==> src/rtl/serial_adder_pkg.sv <==
// Shared types and limits for the bit-serial adder controller.
package serial_adder_pkg;

    localparam int unsigned SERIAL_ADD_MAX_WIDTH = 32;

    typedef enum logic [1:0] {
        StIdle,
        StRun,
        StDone
    } state_e;

endpackage

==> src/rtl/serial_fa_cell.sv <==
// One-bit full adder built from two half-adder stages and an OR.
module serial_fa_cell (
    input  logic a,
    input  logic b,
    input  logic cin,
    output logic s,
    output logic co
);

    logic hs1, hc1, hc2;

    assign hs1 = a ^ b;
    assign hc1 = a & b;
    assign s   = hs1 ^ cin;
    assign hc2 = hs1 & cin;
    assign co  = hc1 | hc2;

endmodule

==> src/rtl/serial_adder_ctrl.sv <==
// Bit-serial add (LSB first) over WIDTH cycles with a start/busy/done handshake.
// Define SERIAL_ADD_SUB_EN to add the sub port (A - B as A + ~B + 1).
module serial_adder_ctrl
    import serial_adder_pkg::*;
#(
    parameter int unsigned WIDTH = 8
) (
    input  logic             clk,
    input  logic             rst,
    input  logic             start,
    input  logic [WIDTH-1:0] a,
    input  logic [WIDTH-1:0] b,
`ifdef SERIAL_ADD_SUB_EN
    input  logic             sub,
`endif
    output logic             busy,
    output logic             done,
    output logic [WIDTH-1:0] sum,
    output logic             cout
);

    localparam int unsigned KW = $clog2(WIDTH);

    state_e           state_q, state_d;
    logic [WIDTH-1:0] sa_q, sa_d, sb_q, sb_d, sw_q, sw_d;
    logic [WIDTH-1:0] sum_q, sum_d;
    logic [KW-1:0]    k_q, k_d;
    logic             c_q, c_d, cout_q, cout_d;
    logic             fa_b, fa_s, fa_co;

`ifdef SERIAL_ADD_SUB_EN
    logic sub_q, sub_d;
    assign fa_b = sb_q[0] ^ sub_q;
`else
    assign fa_b = sb_q[0];
`endif

    serial_fa_cell u_cell (
        .a   (sa_q[0]),
        .b   (fa_b),
        .cin (c_q),
        .s   (fa_s),
        .co  (fa_co)
    );

    always_comb begin
        state_d = state_q;
        sa_d    = sa_q;
        sb_d    = sb_q;
        sw_d    = sw_q;
        c_d     = c_q;
        k_d     = k_q;
        sum_d   = sum_q;
        cout_d  = cout_q;
`ifdef SERIAL_ADD_SUB_EN
        sub_d   = sub_q;
`endif
        case (state_q)
            StIdle: begin
                if (start) begin
                    sa_d    = a;
                    sb_d    = b;
`ifdef SERIAL_ADD_SUB_EN
                    sub_d   = sub;
                    c_d     = sub;
`else
                    c_d     = 1'b0;
`endif
                    k_d     = '0;
                    state_d = StRun;
                end
            end
            StRun: begin
                sw_d = {fa_s, sw_q[WIDTH-1:1]};
                sa_d = sa_q >> 1;
                sb_d = sb_q >> 1;
                c_d  = fa_co;
                k_d  = k_q + KW'(1);
                // Last bit: publish the completed word and its carry together.
                if (k_q == KW'(WIDTH - 1)) begin
                    sum_d   = sw_d;
                    cout_d  = fa_co;
                    state_d = StDone;
                end
            end
            StDone:  state_d = StIdle;
            default: state_d = StIdle;
        endcase
    end

    always_ff @(posedge clk or posedge rst) begin
        if (rst) begin
            state_q <= StIdle;
            sa_q    <= '0;
            sb_q    <= '0;
            sw_q    <= '0;
            c_q     <= 1'b0;
            k_q     <= '0;
            sum_q   <= '0;
            cout_q  <= 1'b0;
`ifdef SERIAL_ADD_SUB_EN
            sub_q   <= 1'b0;
`endif
        end else begin
            state_q <= state_d;
            sa_q    <= sa_d;
            sb_q    <= sb_d;
            sw_q    <= sw_d;
            c_q     <= c_d;
            k_q     <= k_d;
            sum_q   <= sum_d;
            cout_q  <= cout_d;
`ifdef SERIAL_ADD_SUB_EN
            sub_q   <= sub_d;
`endif
        end
    end

    assign busy = (state_q == StRun);
    assign done = (state_q == StDone);
    assign sum  = sum_q;
    assign cout = cout_q;

endmodule

==> config.mk <==
export PLATFORM = sky130hd
export DESIGN_NAME = serial_adder_ctrl
export DESIGN_NICKNAME = d
export VERILOG_FILES = /design/src/rtl/serial_adder_pkg.sv /design/src/rtl/serial_fa_cell.sv /design/src/rtl/serial_adder_ctrl.sv
export SDC_FILE = /design/constraint.sdc
export NUM_CORES = 1
export LEC_CHECK = 0
export BUFFER_PORTS_ARGS = -buffer_cell sky130_fd_sc_hd__clkbuf_2
export CAP_MARGIN = 30
export CORE_MARGIN = 5
export CORE_UTILIZATION = 56
export CTS_CLUSTER_SIZE = 25
export DETAILED_ROUTE_END_ITERATION = 10
export GPL_TIMING_DRIVEN = 0
export HOLD_SLACK_MARGIN = 0.06
export PLACE_DENSITY = 0.82
export SYNTH_ARGS = -nofsm -noshare
export SYNTH_HDL_FRONTEND = slang
export SYNTH_HIERARCHICAL = 1
export SYNTH_SLANG_ARGS = --single-unit
==> constraint.sdc <==
create_clock -name clk -period 1.7 [get_ports clk]
set_input_delay 0.34 -clock clk [delete_from_list [all_inputs] [get_ports clk]]
set_output_delay 0.34 -clock clk [all_outputs]
set_load 0.02 [all_outputs]
==> metrics.txt <==
# TYPE chip_impl_metric gauge
chip_impl_metric{name="num-nets-final",unit=""} 205
chip_impl_metric{name="slew_headroom",unit=""} 0.550
chip_impl_metric{name="htree_levels",unit=""} 2
chip_impl_info{name="hold_path.class",value="in -> async"} 1
chip_impl_metric{name="fmax",unit="MHz"} 614
chip_impl_metric{name="worst-slew-pin-transition",unit="ns"} 0.674
chip_impl_metric{name="clock-sinks",unit=""} 38
chip_impl_metric{name="route.vias.total",unit=""} 1249
chip_impl_metric{name="placement.setup.worst_slack",unit="ns"} 0.196
chip_impl_metric{name="mappedNetlistArea",unit="sq um"} 1900
chip_impl_metric{name="path_clk_slew",unit="ns"} 0.11
chip_impl_metric{name="antenna_found_initial",unit=""} 0
chip_impl_metric{name="drt-pass1-iter-count",unit=""} 4
chip_impl_info{name="worstReg2RegEnd",value="sum[2]"} 1
chip_impl_info{name="critPathLaunch",value="state_q[0]"} 1
chip_impl_metric{name="fin_crit",unit="ns"} 1.63
chip_impl_metric{name="finalSetupViolations",unit=""} 0
chip_impl_metric{name="internal-power",unit="W"} 0.00256
chip_impl_metric{name="hold_ws",unit="ns"} 0.0636
chip_impl_metric{name="depth_of_the_worst_register_to_register_path",unit=""} 5
chip_impl_info{name="reg2reg_from",value="k_q[0]"} 1
chip_impl_metric{name="register_area",unit="sq um"} 951
chip_impl_metric{name="cts_max_path_buffers",unit=""} 2
chip_impl_info{name="postSynth.topFlopCell",value="dfrtp_1"} 1
chip_impl_metric{name="power.clock.fraction",unit=""} 0.119
chip_impl_metric{name="die-area",unit="sq um"} 4660
chip_impl_metric{name="post-synth-top-area-fraction",unit=""} 0.500
chip_impl_metric{name="ys.warnings.count",unit=""} 6
chip_impl_metric{name="finish.cell_count_without_fillers",unit=""} 230
chip_impl_metric{name="ys_seq_elements",unit=""} 38
chip_impl_metric{name="final-hold-violation-count",unit=""} 0
chip_impl_metric{name="worstPathArrival",unit="ns"} 1.29
chip_impl_metric{name="synth_edf_count",unit=""} 0
chip_impl_metric{name="n_fill_cell",unit=""} 266
chip_impl_metric{name="place_congestion",unit=""} 0.835
chip_impl_metric{name="dp_cells",unit=""} 220
chip_impl_metric{name="ios",unit=""} 30
chip_impl_metric{name="comb_power_share",unit=""} 0.478
chip_impl_metric{name="synth-async-reset-ratio",unit=""} 1.00
chip_impl_metric{name="grt_start_max_net_pins",unit=""} 24
chip_impl_metric{name="setup_ws",unit="ns"} 0.0723
chip_impl_metric{name="num_antenna_cells",unit=""} 0
chip_impl_info{name="cell_type_with_the_largest_total_area_after_synthesis",value="dfrtp_1"} 1
chip_impl_metric{name="ff2ff_setup_slack",unit="ns"} 0.20
chip_impl_info{name="cts.root.buffer_cell",value="clkbuf_4"} 1
chip_impl_metric{name="avgSynthCellArea",unit="sq um"} 13.1
chip_impl_metric{name="i_o_buffers",unit=""} 28
chip_impl_metric{name="grtUsageTotal",unit=""} 0.182
chip_impl_metric{name="finalPower",unit="W"} 0.00400
chip_impl_metric{name="pwr-share-seq",unit=""} 0.403
chip_impl_metric{name="yosysUniqueCellTypes",unit=""} 28
chip_impl_metric{name="drv_cap",unit=""} 0
chip_impl_metric{name="timing.final.max_slew_violations",unit=""} 0
chip_impl_metric{name="setup-tns-final",unit="ns"} 0
chip_impl_metric{name="postSynthNetCount",unit=""} 167
chip_impl_metric{name="clock_skew",unit="ns"} 0.00829
chip_impl_metric{name="die_width",unit="microns"} 68.3
chip_impl_info{name="outcome",value="completed"} 1
chip_impl_info{name="ys_top_cells_by_area",value="dfrtp_1 (50%), mux2_4 (10%), nor4b_1 (6.4%), nor3b_1 (5.1%), a211oi_2 (3.9%)"} 1
chip_impl_metric{name="wl_per_cell",unit="microns"} 15.7
chip_impl_metric{name="postRouteAntennaNets",unit=""} 0
chip_impl_metric{name="fp.coreArea",unit="sq um"} 3310
chip_impl_metric{name="grt-ovfl-total",unit=""} 0
chip_impl_metric{name="multiInputGateArea",unit="sq um"} 795
chip_impl_metric{name="timing.critical_path.fanout_max",unit=""} 10
chip_impl_metric{name="critPathRequiredTime",unit="ns"} 1.36
chip_impl_metric{name="cellPowerDensity",unit="nW/um^2"} 1800
chip_impl_metric{name="source_to_sink_clock_delay_at_the_later_pin_of_the_worst_skew_pair",unit="ns"} 0.33
chip_impl_metric{name="initial_core_util",unit=""} 0.575
chip_impl_metric{name="power.leakage",unit="nW"} 1.08
chip_impl_metric{name="switchingPower",unit="W"} 0.00144
chip_impl_info{name="critPathLaunchType",value="register"} 1
chip_impl_info{name="unrepaired_setup_endpoints_after_global_routing",value="no"} 1
chip_impl_metric{name="yosysSeqAreaShare",unit=""} 0.500
chip_impl_info{name="worstSetupPathType",value="reg -> out"} 1
chip_impl_metric{name="number_of_violations_reported_at_the_end_of_detailed_routing_iteration_0",unit=""} 29
chip_impl_metric{name="switching_share",unit=""} 0.360
chip_impl_metric{name="cts_made_buffers",unit=""} 5
chip_impl_metric{name="area.growth.synth_to_final",unit="%"} 16.6
chip_impl_metric{name="die-height",unit="microns"} 68.3
chip_impl_metric{name="route.detailed.vias_per_inst",unit=""} 5.43
chip_impl_info{name="tritoncts",value="done"} 1
chip_impl_metric{name="netlist_instances",unit=""} 145
chip_impl_metric{name="layout-drive-gt1-share",unit=""} 0.402
chip_impl_metric{name="detail_route.drc_violations",unit=""} 0
chip_impl_metric{name="grt_pass1_vias",unit=""} 1309
chip_impl_metric{name="postRouteWirelength",unit="microns"} 3620
chip_impl_metric{name="wire_length_of_the_first_global_routing_pass",unit="microns"} 6170
chip_impl_metric{name="std_cell_rows",unit=""} 21
chip_impl_metric{name="peakVddDrop",unit="V"} 0.000658
chip_impl_metric{name="dpl.hpwl",unit="microns"} 2660
chip_impl_metric{name="min_period_over_period",unit=""} 0.957
chip_impl_info{name="timing.critical_path.to",value="done"} 1
chip_impl_info{name="worst_setup_path_end_kind",value="primary output"} 1
==> worst min path at each step <==
stage,slack (ns),startpoint,cells past startpoint,end
finish,0.06,rst,2,sum[3]
global route,0.12,rst,2,sum[5]
CTS,0.09,rst,2,sum[4]
detailed placement,0.46,rst,2,cout
global placement,0.47,sa_q[7],1,sa_q[7]
floorplan,0.45,sa_q[7],1,sa_q[7]
==> worst max-delay path, cell delays in order (launching register included) <==
cell     delay, ns
dfrtp_1       0.39
buf_6         0.14
buf_4         0.17
nor2b_1       0.11
buf_4         0.15
==> repair_timing <==
item                                    4_1_cts  5_1_grt
gates resized for setup                       4        4
buffers inserted                              1        1
endpoints found under the setup margin        2        2
hold buffers                                  0        0
hold endpoints to repair                      0        0
==> final cells by class <==
cell class	instances	share of cell area
Clock buffer	7	0.0248
Timing Repair Buffer	31	0.0846
Tap cell	46	0.0259
Multi-Input combinational cell	77	0.358
Sequential cell	38	0.429
Buffer	13	0.0468
Clock inverter	1	0.00226
Inverter	17	0.0288
==> cell usage in the layout (no fill, tap or decap), types with 2 or more instances in the layout <==
| cell | count |
|---|---|
| clkbuf_2 | 26 |
| mux2_1 | 3 |
| inv_1 | 17 |
| clkbuf_4 | 6 |
| clkbuf_1 | 2 |
| mux2_4 | 13 |
| buf_6 | 6 |
| nor4b_1 | 14 |
| buf_2 | 5 |
| ha_1 | 2 |
| a211oi_1 | 7 |
| dfrtp_1 | 38 |
| buf_4 | 4 |
| nand2b_1 | 2 |
| a22o_1 | 3 |
| a211oi_2 | 6 |
| nor3b_1 | 13 |
==> per-layer routing <==
| layer | vias to the layer above | wire length [microns] | GRT usage |
|---|---|---|---|
| met5 | - | 0 | 0 |
| met3 | 5 | 193 | 0.0542 |
| li1 | 592 | - | - |
| met4 | 0 | 47 | 0.0596 |
| met1 | 617 | 1610 | 0.214 |
| met2 | 35 | 1770 | 0.316 |
==> synthesized netlist by cell type, types with 2 or more instances <==
master    number
a211oi_1       7
a211oi_2       6
a22o_1         3
buf_2          6
buf_6          5
clkbuf_1       2
dfrtp_1       38
ha_1           2
inv_1         17
mux2_1         3
mux2_4        13
nand2b_1       2
nor3b_1       13
nor4b_1       14
==> through the flow <==
stage	utilization	cell area, sq um
after floorplan	-	1900
after global placement	0.635	2100
after detailed placement	0.643	2130
after CTS	0.666	2200
after global routing	0.670	2220
final	0.670	2220
==> sequential cells by signal (all words and copies together), names as in the netlist <==
register and count:
c_q 1, cout 1, k_q 3, sa_q 8, sb_q 8, state_q 2, sum 8, sw_q 7
==> power by group through the flow <==
stage	clock, W	sequential (W)	combinational [W]
after floorplan	0	0.00170	0.00135
after global placement	0	0.00160	0.00179
after detailed placement	0	0.00164	0.00187
after CTS	0.000488	0.00162	0.00191
after global routing	0.000532	0.00166	0.00211
final	0.000475	0.00161	0.00191
==> cells by family after synthesis <==
group / after synthesis / share of synthesized area
buffers and inverters: 30 / 0.0828
AO/OA/AOI/OAI: 21 / 0.110
AND/OR/NAND/NOR: 36 / 0.158
flip-flops: 38 / 0.500
adder cells (fa/ha/maj): 3 / 0.0237
multiplexers: 17 / 0.126
(Power assumes the default switching activity.)
